## src/rtl/pipe_ctrl_pkg.sv

```systemverilog
// Shared types and constants for the pipeline control blocks.
package pipe_ctrl_pkg;
    localparam int REG_IDX_W       = 5;
    localparam int MEM_TIMEOUT_DEF = 255;

    typedef enum logic {
        RUN      = 1'b0,
        MEM_WAIT = 1'b1
    } state_t;
endpackage

```

## src/rtl/load_use_detect.sv

```systemverilog
// Combinational load-use comparator between the ID operands and the EX load.
module load_use_detect
    import pipe_ctrl_pkg::*;
(
    input  logic [REG_IDX_W-1:0] rs_ID,
    input  logic [REG_IDX_W-1:0] rt_ID,
    input  logic                 use_rs_ID,
    input  logic                 use_rt_ID,
    input  logic                 RegWr_EX,
    input  logic                 MemRd_EX,
    input  logic [REG_IDX_W-1:0] wr_addr_EX,
    output logic                 load_use
);
    logic rs_hit;
    logic rt_hit;

    // $0 is hardwired to zero, so a load targeting it never blocks a reader
    assign rs_hit   = use_rs_ID && (rs_ID == wr_addr_EX);
    assign rt_hit   = use_rt_ID && (rt_ID == wr_addr_EX);
    assign load_use = RegWr_EX && MemRd_EX && (wr_addr_EX != '0) && (rs_hit || rt_hit);
endmodule

```

## src/rtl/pipe_hazard_ctrl.sv

```systemverilog
// Hazard/stall sequencer: memory-wait FSM with timeout, branch flush,
// load-use stall, and stall/flush performance counters.
module pipe_hazard_ctrl
    import pipe_ctrl_pkg::*;
#(
    parameter int MEM_TIMEOUT = MEM_TIMEOUT_DEF
) (
    input  logic                 clk,
    input  logic                 rst,
    input  logic [REG_IDX_W-1:0] rs_ID,
    input  logic [REG_IDX_W-1:0] rt_ID,
    input  logic                 use_rs_ID,
    input  logic                 use_rt_ID,
    input  logic                 RegWr_EX,
    input  logic                 MemRd_EX,
    input  logic [REG_IDX_W-1:0] wr_addr_EX,
    input  logic                 branch_taken_EX,
    input  logic                 MemRd_MEM,
    input  logic                 MemWr_MEM,
    input  logic                 mem_ready,
    output logic                 mem_req,
    output logic                 stall_PC,
    output logic                 stall_IFID,
    output logic                 stall_IDEX,
    output logic                 stall_EXMEM,
    output logic                 bubble_IFID,
    output logic                 bubble_IDEX,
    output logic                 bubble_MEMWB,
    output logic                 mem_err,
    output logic [31:0]          stall_cnt,
    output logic [31:0]          flush_cnt
);
    localparam logic [15:0] TIMEOUT = 16'(MEM_TIMEOUT);

    state_t      state, state_nxt;
    logic [15:0] wait_cnt, wait_nxt;
    logic        memop;
    logic        load_use;
    logic        mem_stall;
    logic        timeout;
    logic        flush;

    assign memop = MemRd_MEM || MemWr_MEM;

    load_use_detect u_lud (
        .rs_ID      (rs_ID),
        .rt_ID      (rt_ID),
        .use_rs_ID  (use_rs_ID),
        .use_rt_ID  (use_rt_ID),
        .RegWr_EX   (RegWr_EX),
        .MemRd_EX   (MemRd_EX),
        .wr_addr_EX (wr_addr_EX),
        .load_use   (load_use)
    );

    always_comb begin
        state_nxt    = state;
        wait_nxt     = wait_cnt;
        mem_stall    = 1'b0;
        timeout      = 1'b0;
        flush        = 1'b0;
        mem_req      = 1'b0;
        stall_PC     = 1'b0;
        stall_IFID   = 1'b0;
        stall_IDEX   = 1'b0;
        stall_EXMEM  = 1'b0;
        bubble_IFID  = 1'b0;
        bubble_IDEX  = 1'b0;
        bubble_MEMWB = 1'b0;

        if (!rst) begin
            mem_req = memop;
            case (state)
                RUN: begin
                    if (memop && !mem_ready) begin
                        mem_stall = 1'b1;
                        state_nxt = MEM_WAIT;
                        wait_nxt  = 16'd1;
                    end
                end
                MEM_WAIT: begin
                    if (!memop || mem_ready) begin
                        state_nxt = RUN;
                        wait_nxt  = '0;
                    end else if (wait_cnt >= TIMEOUT) begin
                        // abandon the access; MEM/WB still gets a bubble
                        timeout   = 1'b1;
                        state_nxt = RUN;
                        wait_nxt  = '0;
                    end else begin
                        mem_stall = 1'b1;
                        wait_nxt  = wait_cnt + 16'd1;
                    end
                end
                default: begin
                    state_nxt = RUN;
                    wait_nxt  = '0;
                end
            endcase

            if (mem_stall) begin
                stall_PC     = 1'b1;
                stall_IFID   = 1'b1;
                stall_IDEX   = 1'b1;
                stall_EXMEM  = 1'b1;
                bubble_MEMWB = 1'b1;
            end else if (branch_taken_EX) begin
                flush       = 1'b1;
                bubble_IFID = 1'b1;
                bubble_IDEX = 1'b1;
            end else if (load_use) begin
                stall_PC    = 1'b1;
                stall_IFID  = 1'b1;
                bubble_IDEX = 1'b1;
            end

            if (timeout) begin
                bubble_MEMWB = 1'b1;
            end
        end
    end

    always_ff @(posedge clk) begin
        if (rst) begin
            state     <= RUN;
            wait_cnt  <= '0;
            mem_err   <= 1'b0;
            stall_cnt <= '0;
            flush_cnt <= '0;
        end else begin
            state    <= state_nxt;
            wait_cnt <= wait_nxt;
            if (timeout) begin
                mem_err <= 1'b1;
            end
            if (stall_PC) begin
                stall_cnt <= stall_cnt + 32'd1;
            end
            if (flush) begin
                flush_cnt <= flush_cnt + 32'd1;
            end
        end
    end
endmodule

```

## config.mk

```make
export PLATFORM = sky130hd
export DESIGN_NAME = pipe_hazard_ctrl
export DESIGN_NICKNAME = d
export VERILOG_FILES = /design/src/rtl/pipe_ctrl_pkg.sv /design/src/rtl/load_use_detect.sv /design/src/rtl/pipe_hazard_ctrl.sv
export SDC_FILE = /design/constraint.sdc
export NUM_CORES = 1
export LEC_CHECK = 0
export CAP_MARGIN = 20
export CORE_ASPECT_RATIO = 1.75
export CORE_UTILIZATION = 50
export DETAILED_ROUTE_END_ITERATION = 6
export PLACE_DENSITY = 0.8
export SKIP_CTS_REPAIR_TIMING = 1
export SYNTH_ARGS = -nofsm -noshare
export SYNTH_HDL_FRONTEND = slang
export SYNTH_SLANG_ARGS = --single-unit
export TNS_END_PERCENT = 30
```

## constraint.sdc

```tcl
create_clock -name clk -period 3.1 [get_ports clk]
set_input_delay 0.31 -clock clk [delete_from_list [all_inputs] [get_ports clk]]
set_output_delay 0.31 -clock clk [all_outputs]
set_load 0.02 [all_outputs]
```

==> flow_summary_export.csv <==
group,metric,value,unit
status,status,"finished clean",
clocking,cts_root_buffer,"clkbuf_16",
global_route,grt_pass1_wl,17.1,mm
clocking,cts_made_buffers,9,
logic_synthesis,netlist-cell-type-count,51,
sta,period_share,95.9,%
global_route,grt_start_max_net_pins,62,
detailed_routing,wl_per_cell,15.7,µm
die,die_w,70.2,µm
finish,drive_above_1_share,6.11,%
critical_path,criticalPathCategory,"flop to output port",
die,start_util,51.4,%
logic_synthesis,ys_seq_elements,82,
critical_path,cp.arrival,2.66,ns
placed_design,port_buffers,97,
critical_path,startpoint_type,"flop",
logic_synthesis,syn_nets,510,
detailed_routing,drt_iter0_markers,228,
clocking,insertion_delay,0.34,ns
placed_design,postPlaceCellArea,5030,µm²
logic_synthesis,syn_avg_cell_area,8.43,µm²
detailed_routing,postRouteAntennaNets,0,
hold_path,hp-class,"primary input to flop",
global_route,grt-ovfl-total,0,
logic_synthesis,ys.flop_type,"dfxtp_1",
placed_design,routabilityCongestion,0.895,
finish,nNetsFinal,597,
detailed_routing,drc_errors,0,
finish,fin_area,5330,µm²
logic_synthesis,async_flop_share,0,%
detailed_routing,dr.pass1.iters,4,
finish,fill_cells,669,
die,num_rows,43,
pwr,ir_drop,313,µV
critical_path,end_kind,"output port",
finish,antenna_cells,0,
finish,syn_to_final_growth,31.0,%
detailed_routing,wl,10.4,mm
sta,fmax,336,MHz
detailed_routing,viasPerCell,5.89,
sta,min_period,2.97,ns
logic_synthesis,seq_area_frac_synth,40.4,%
run,max_cap_violations,0,
logic_synthesis,synth_cells,482,
sta,hold_violations,0,
placed_design,placed_cells,648,
sta,slew_violations,0,
clocking,cts.sinks,82,
sta,slew-limit-headroom,60.7,%
die,core_area,7910,µm²
critical_path,reg2reg_slack,0.58,ns
logic_synthesis,yosysWarningCount,0,
global_route,grt_usage,25.1,%
clocking,cts_tree,"yes",
sta,rsz0062_at_grt,"false",
critical_path,worstPathMaxFanout,15,
die,die_height,121,µm
global_route,grt_pass1_vias,3739,
logic_synthesis,synth_edf_count,0,
pwr,p_leak,1.71,nW
clocking,cts.reportedPaths.clkPinSlew,0.06,ns
finish,stdcell_count,663,
die,die_area,8510,µm²
sta,skew,0.00749,ns
sta,setup_viol,0,
clocking,cts_max_path_buffers,2,
sta,fin_setup_tns,0,ns
logic_synthesis,syn-cell-area,4070,µm²
placed_design,place_hpwl,7.41,mm
detailed_routing,route.vias.total,3907,
global_route,antenna_found_initial,0,
pwr,power_density,427,nW/µm²
clocking,cts_max_level,3,
sta,tightest_slew,0.584,ns
critical_path,cp_data_required_time,2.79,ns
die,io_pins,98,
finish,post-route-util,67.3,%
## cells in the mapped netlist (14+ instances only)
cell       n  share of area [%]
o31ai_1   17                3.1
or4_1     18                3.3
dfxtp_1   82                 40
nand2_1   30                2.8
nor2_1    52                4.8
a21oi_1   38                4.7
xnor2_1   36                7.8
nand3_1   27                3.3
or3_1     16                2.5
nand4_1   18                2.8
o21ai_0   17                2.1
clkbuf_1  14                1.3
## critical path, cell delays in order, from the launching register on
cell and delay, ns:
dfxtp_1 0.37, ha_1 0.23, nand4_1 0.16, or3_4 0.45, and3_4 0.27, nor3_1 0.18, clkdlybuf4s50_1 0.65
## final cells by class
cell class	count	area (µm²)	area share (%)
multi-input combinational	363	2220	41.7
inverter	10	37.5	0.705
tap	90	113	2.11
clock inverter	3	40.0	0.752
timing repair buffer	103	1030	19.3
sequential	82	1640	30.8
clock buffer	12	246	4.63
## logic make-up after synthesis
logic type      share of synthesized area, %
compound gates                          13.9
xor+xnor                                8.62
fa+ha+maj                              0.923
buf+inv                                 5.14
flops                                   40.4
mux                                    0.615
simple gates                            30.4
## registers in the layout (all words and copies together), names as in the netlist
signal / flops
state: 1
wait_cnt: 16
mem_err: 1
stall_cnt: 32
flush_cnt: 32
## per-stage QoR
| step | hold WS, ns | total power, mW | worst slack, ns |
|---|---|---|---|
| after detailed placement | 0.447 | 1.26 | 0.259 |
| after global routing | 0.433 | 2.35 | 0.0104 |
| final | 0.401 | 2.27 | 0.127 |
| after CTS | 0.404 | 2.29 | 0.0274 |
| after floorplan | 0.430 | 1.19 | 0.548 |
| after global placement | 0.442 | 1.25 | 0.258 |
## path summary, 6_finish.rpt
| kind | startpoint | endpoint | cells past startpoint |
|---|---|---|---|
| min | rst | mem_err$_SDFFE_PP0P_ | 4 |
| max | wait_cnt[0]$_SDFFE_PP0P_ | bubble_IDEX | 6 |
| max reg2reg | wait_cnt[12]$_SDFFE_PP0P_ | stall_cnt[12]$_SDFFE_PP0P_ | 7 |
| min reg2reg | wait_cnt[11]$_SDFFE_PP0P_ | wait_cnt[11]$_SDFFE_PP0P_ | 1 |
## placed cells by master (no fill, tap or decap), drive strengths merged, types with 4 or more instances in the layout
cell type       n
or4            18
nand2          30
buf             7
o31ai          17
and2           11
or3            16
dfxtp          82
clkdlybuf4s50  94
nor3           11
nand4          18
xor2            4
nor2           52
a31oi           4
a21oi          38
xnor2          36
nand3          27
and3           13
clkbuf         12
nor4           13
inv            10
o21ai          20
## where the power goes
part | leakage, nW | internal [mW] | switching, mW
logic | 0.903 | 0.0740 | 0.0892
registers | 0.661 | 1.06 | 0.00855
clock network | 0.142 | 0.639 | 0.404
total | 1.71 | 1.77 | 0.502
## routing by layer
| layer | vias up | wire [µm] | GRT usage (%) |
|---|---|---|---|
| met5 | - | 0 | 0 |
| met2 | 127 | 5590 | 47.4 |
| met3 | 21 | 502 | 5.73 |
| met4 | 0 | 266 | 10.5 |
| met1 | 1839 | 4060 | 25.9 |
| li1 | 1920 | - | - |
(Power assumes the default switching activity.)
